[config.mk]
export PLATFORM = sky130hd
export DESIGN_NAME = axis_stream_exerciser
export DESIGN_NICKNAME = d
export VERILOG_FILES = /design/src/rtl/axis_stream_exerciser.sv
export SDC_FILE = /design/constraint.sdc
export NUM_CORES = 1
export LEC_CHECK = 0
export ABC_AREA = 1
export BUFFER_PORTS_ARGS = -buffer_cell sky130_fd_sc_hd__buf_2
export CAP_MARGIN = 20
export CORE_MARGIN = 5
export CORE_UTILIZATION = 35
export CTS_BUF_LIST = sky130_fd_sc_hd__clkbuf_4 sky130_fd_sc_hd__clkbuf_8
export CTS_CLUSTER_DIAMETER = 50
export DETAILED_ROUTE_END_ITERATION = 16
export GPL_TIMING_DRIVEN = 0
export RECOVER_POWER = 25
export SLEW_MARGIN = 20
export SYNTH_ARGS = -nofsm -noshare
export SYNTH_HDL_FRONTEND = slang
export SYNTH_SLANG_ARGS = --single-unit
[constraint.sdc]
create_clock -name aclk -period 10.1 [get_ports aclk]
set_input_delay 1.01 -clock aclk [delete_from_list [all_inputs] [get_ports aclk]]
set_output_delay 1.01 -clock aclk [all_outputs]
set_load 0.03 [all_outputs]
[src/rtl/axis_stream_exerciser.sv]
// AXI-Stream source/sink exerciser: emits a counting pattern with LFSR-throttled tvalid,
// and checks the returned stream under LFSR-throttled tready, with a watchdog.
module axis_stream_exerciser #(
    parameter int unsigned DATA_W  = 256,
    parameter int unsigned TX_RATE = 15,
    parameter int unsigned RX_RATE = 15,
    parameter logic [15:0] TX_SEED = 16'hACE1,
    parameter logic [15:0] RX_SEED = 16'h1D0F,
    parameter int unsigned TIMEOUT = 4096
) (
    input  logic              aclk,
    input  logic              aresetn,
    input  logic              start,
    input  logic [31:0]       words,
    output logic [DATA_W-1:0] m_tdata,
    output logic              m_tvalid,
    input  logic              m_tready,
    input  logic [DATA_W-1:0] s_tdata,
    input  logic              s_tvalid,
    output logic              s_tready,
    output logic              busy,
    output logic              done,
    output logic              timeout,
    output logic              overrun,
    output logic [15:0]       err_cnt,
    output logic [31:0]       first_err_idx
);

    localparam int unsigned LANES   = DATA_W / 32;
    localparam logic [31:0] WD_LAST = 32'(TIMEOUT - 1);

    typedef enum logic [1:0] {IDLE, RUN, DONE} state_t;

    state_t      state, next_state;
    logic [15:0] tx_lfsr, rx_lfsr;
    logic [31:0] words_r, tx_cnt, rx_cnt, wd, tx_cnt_eff;
    logic        tx_stale;
    logic        start_ok, tx_hs, rx_hs, rx_last, wd_expire;
    logic        tx_gate, rx_gate, tx_issue, rx_match;

    function automatic logic [DATA_W-1:0] pattern(input logic [31:0] k);
        logic [DATA_W-1:0] w;
        w = '0;
        for (int unsigned i = 0; i < LANES; i++)
            w[32*i +: 32] = k * 32'(LANES) + 32'(i);
        return w;
    endfunction

    function automatic logic [15:0] lfsr_step(input logic [15:0] s);
        return {s[14:0], s[15] ^ s[13] ^ s[12] ^ s[10]};
    endfunction

    always_ff @(posedge aclk or negedge aresetn) begin
        if (!aresetn) begin
            tx_lfsr <= TX_SEED;
            rx_lfsr <= RX_SEED;
        end else begin
            tx_lfsr <= lfsr_step(tx_lfsr);
            rx_lfsr <= lfsr_step(rx_lfsr);
        end
    end

    assign tx_gate   = (TX_RATE == 15) || (tx_lfsr[3:0] <= 4'(TX_RATE));
    assign rx_gate   = (RX_RATE == 15) || (rx_lfsr[3:0] <= 4'(RX_RATE));
    assign start_ok  = start && (state == IDLE || state == DONE);
    assign tx_hs     = m_tvalid && m_tready;
    assign rx_hs     = s_tvalid && s_tready;
    assign rx_last   = (rx_cnt == words_r - 32'd1);
    assign rx_match  = (s_tdata == pattern(rx_cnt));
    assign wd_expire = (state == RUN) && !rx_hs && (wd == WD_LAST);
    assign busy      = (state == RUN);
    assign done      = (state == DONE);

    always_ff @(posedge aclk or negedge aresetn) begin
        if (!aresetn) state <= IDLE;
        else          state <= next_state;
    end

    always_comb begin
        next_state = state;
        case (state)
            IDLE, DONE: if (start) next_state = (words != '0) ? RUN : DONE;
            RUN:        if ((rx_hs && rx_last) || wd_expire) next_state = DONE;
            default:    next_state = IDLE;
        endcase
    end

    // A word still pending from an aborted run is stale: it must finish its handshake
    // for protocol reasons but must not advance the new run's count.
    assign tx_cnt_eff = tx_cnt + {31'b0, tx_hs && !tx_stale};
    assign tx_issue   = (state == RUN) && (next_state == RUN) && tx_gate && (tx_cnt_eff < words_r);

    always_ff @(posedge aclk or negedge aresetn) begin
        if (!aresetn) begin
            m_tvalid <= 1'b0;
            m_tdata  <= '0;
            tx_cnt   <= '0;
            tx_stale <= 1'b0;
        end else begin
            if (start_ok)                tx_cnt <= '0;
            else if (tx_hs && !tx_stale) tx_cnt <= tx_cnt + 32'd1;

            if (start_ok)   tx_stale <= m_tvalid && !m_tready;
            else if (tx_hs) tx_stale <= 1'b0;

            if (!m_tvalid || m_tready) begin
                m_tvalid <= tx_issue;
                if (tx_issue) m_tdata <= pattern(tx_cnt_eff);
            end
        end
    end

    always_ff @(posedge aclk or negedge aresetn) begin
        if (!aresetn) begin
            words_r       <= '0;
            rx_cnt        <= '0;
            wd            <= '0;
            err_cnt       <= '0;
            first_err_idx <= '0;
            timeout       <= 1'b0;
            overrun       <= 1'b0;
            s_tready      <= 1'b0;
        end else begin
            if (start_ok) begin
                words_r       <= words;
                rx_cnt        <= '0;
                wd            <= '0;
                err_cnt       <= '0;
                first_err_idx <= '0;
                timeout       <= 1'b0;
                overrun       <= 1'b0;
            end else if (state == RUN) begin
                if (rx_hs) begin
                    rx_cnt <= rx_cnt + 32'd1;
                    wd     <= '0;
                    if (!rx_match) begin
                        if (err_cnt != 16'hFFFF) err_cnt <= err_cnt + 16'd1;
                        if (err_cnt == '0)       first_err_idx <= rx_cnt;
                    end
                end else begin
                    wd <= wd + 32'd1;
                end
                if (wd_expire) timeout <= 1'b1;
            end else if (state == DONE && rx_hs) begin
                overrun <= 1'b1;
            end
            // DONE keeps tready high so a stalled upstream can drain.
            s_tready <= (next_state == RUN) ? rx_gate : (next_state == DONE);
        end
    end

endmodule

==> results by group <==
Die
  • Chip width: 236.1 µm
  • Core ar.: 0.05038 mm²
  • Die height: 236.1 µm
  • Num rows: 82
  • Initial core utilization: 35.52%
  • Die area: 0.05575 mm²
  • Boundary Pins: 603

Pwr
  • Power per standard cell area: 159.8 mW/mm²
  • Total power draw: 3.625 mW
  • Maximum vdd ir drop: 0.09788 mV
  • Leakage: 11.62 nW

STA
  • RSZ-0062 raised after global routing: no
  • Final setup vio count: 0
  • Final Hold Vio Count: 0
  • Crit path time final: 6411 ps
  • Final setup TNS: 0 ps
  • Slew margin rel.: -152.3%
  • Worst-Margin Slew: 3784 ps
  • Setup ws final: 3689 ps
  • Fin Clk Skew: 19.35 ps
  • Max-slew violations: 125
  • Fmax: 0.1560 GHz
  • Period utilization: 63.47%

Drt
  • DRC viols: 0
  • Routed vias: 19.76k
  • First drt pass iteration count: 6
  • Drt first-iter violations: 1,901
  • DRT Wirelength: 80,230 µm
  • Wire per inst: 20.51 µm
  • Post-DRT Antenna Nets: 0
  • Via density: 5.052

Min path
  • Worst hold stages: 2
  • Worst min path class: flop to flop
  • Hold endpoint: first_err_idx[27]
  • Worst hold path startpoint: first_err_idx[27]

Final layout
  • Final Instance Count excl. Fillers: 3,911
  • Layout cells sized above 1: 31.55%
  • Multi-input logic area: 0.009472 mm²
  • Area delta synth->final: 26.78%
  • FF/Latch Area: 0.005330 mm²
  • # nets final: 3,534
  • Fillers: 5,301

Setup path
  • Critical path data arrival time: 6380 ps
  • Crit end category: async pin
  • Crit path kind: primary input to async pin
  • Flop2flop setup slack: 4850 ps
  • Crit Path Max Fanout: 91
  • Worst reg2reg path depth: 20
  • Worst flop-to-flop path startpoint: m_tvalid
  • FF-to-FF End: m_tdata[250]
  • Worst Path Required: 10,070 ps
  • Startpoint types: primary input

Synthesis
  • Synthesized area per cell: 7.003 µm²
  • Seq/Total Area, Yosys: 29.79%
  • Async S/R FF share, synth: 100.0%
  • Synth Instances: 2,555
  • Distinct cells, synth: 58
  • Synth Register Bits: 213
  • Syn. warnings: 0
  • Syn Std Cell Area: 0.01789 mm²
  • Ys flop type: dfrtp_1
  • EDFF count, synth: 0

Job
  • Max-cap viol count: 2

Place
  • IO Port Bufs: 590
  • Gpl congestion: 1.018
  • Placed insts: 3,830
  • Post-DP HPWL: 65,000 µm
  • Worst slack, placed: 4226 ps

GRT
  • First-pass GRT wire length: 117,800 µm
  • GR Util All Layers: 27.13%
  • GR Overflow Total: 0
  • Vias in the first global route: 18.42k
  • Pin count of the biggest net entering global routing: 92
  • Initial antenna violation count: 15

Clocking
  • TritonCTS buffer count: 41
  • Clock Sinks: 213
  • Htree depth: 2
  • Clk slew on worst S/H paths: 50 ps
  • Post-CTS setup buffer count: 0
  • Clock insertion delay at the later pin of the skew report: 570 ps
  • CTS tree: built
  • Clk buf depth: 3
  • Resized cells post-CTS: 0
  • Hold buffers post-CTS: 0
  • Root Buffer: clkbuf_8

Status
  • Failing checks: max-capacitance violations, max-slew violations
  • Outcome: finished with violations
flip-flops by register name, summed over array words and instances, names as in the netlist:
name / flops
tx_stale: 1
wd: 32
words_r: 32
tx_cnt: 32
timeout: 1
s_tready: 1
state: 2
m_tvalid: 1
rx_cnt: 32
overrun: 1
err_cnt: 16
first_err_idx: 32
m_tdata: 30
layout by cell type, fill, tap and decap left out, types with 4 or more instances in the layout:
cell         n
a211oi_1    22
a21oi_1     80
a221oi_1     8
a22o_1       6
a31oi_1      7
buf_2      604
buf_4      252
buf_6       11
clkbuf_1    39
clkbuf_4    11
clkbuf_8    50
clkinv_2     4
conb_1      12
dfrtp_1    213
diode_2      9
ha_1        40
inv_1      211
inv_2       21
nand2_1    594
nand2_2      7
nand3_1    101
nand3_2     20
nand3b_1     9
nand4_1     66
nor2_1     275
nor2_2       6
nor3_1      81
nor4_1      54
o2111ai_1    6
o21a_1       7
o21ai_0    150
o21ai_1     16
o22ai_1     39
or2_2        8
xnor2_1     39
xor2_1     116
metrics by stage:
stage	util (%)	instance area [µm²]	hold slack (ps)
6_report	45.03	22690	465.3
5_1_grt	45.03	22680	484.3
4_1_cts	45.07	22710	384.3
3_5_place_dp	43.26	21790	456.3
3_3_place_gp	43.13	21730	452.1
2_1_floorplan	-	17930	464.9
cell usage after synthesis, types with 40 or more instances:
master / count / area, µm²
nand3_1: 101 / 505.5
buf_4: 252 / 1892
o21ai_0: 150 / 750.7
a21oi_1: 80 / 400.4
nand2_1: 593 / 2226
dfrtp_1: 213 / 5330
inv_1: 211 / 792.0
ha_1: 40 / 500.5
nor4_1: 54 / 337.8
nor3_1: 81 / 405.4
nor2_1: 275 / 1032
nand4_1: 66 / 412.9
xor2_1: 116 / 1016
logic make-up (layout without fill, tap and decap cells):
group,Yosys count,in the layout,share of synthesized area [%]
buffers and inverters,553,1217,17.47
xor gates and xnor gates,155,155,7.587
adders and majority gates,40,40,2.797
and+or+nand+nor,1239,1239,30.89
DFF,213,213,29.79
AOI/OAI and AO/OA,354,354,11.45
other,1,21,0.02096
worst max path at each step:
stage	startpoint	end	slack [ps]	cells past startpoint
2_1_floorplan	m_tready	m_tdata[228]	6150	17
3_3_place_gp	aresetn	m_tdata[235]	4060	1
3_5_place_dp	m_tready	m_tdata[249]	4230	21
4_1_cts	m_tready	m_tdata[250]	4810	21
5_1_grt	aresetn	words_r[10]	2300	3
6_report	aresetn	tx_cnt[18]	3690	3
metal layers:
| layer | share of wire, % | GRT usage (%) |
|---|---|---|
| met1 | 41 | 35.54 |
| met2 | 46 | 44.52 |
| met3 | 8.3 | 5.245 |
| met4 | 4.3 | 10.22 |
| met5 | 0.041 | 0 |
final cells by class:
type / instances / share of cell area [%]
sequential: 213 / 23.50
clock inverter: 11 / 0.6232
tap: 672 / 3.706
timing repair buffer: 592 / 13.15
antenna: 9 / 0.09928
buffer: 317 / 9.862
clock buffer: 61 / 3.397
multi-input combinational: 1800 / 41.75
inverter: 236 / 3.916
worst max-delay path, cell delays in order:
cell and delay [ps]:
clkbuf_1 2610, buf_16 390, clkbuf_1 2240
power breakdown:
group          total (mW)  switching, mW  internal (mW)
combinational        1.58           1.03          0.550
sequential           1.09          0.135          0.950
clock               0.956          0.390          0.566
total                3.63           1.56           2.07
Note: power is estimated with default switching activity, not from simulation.
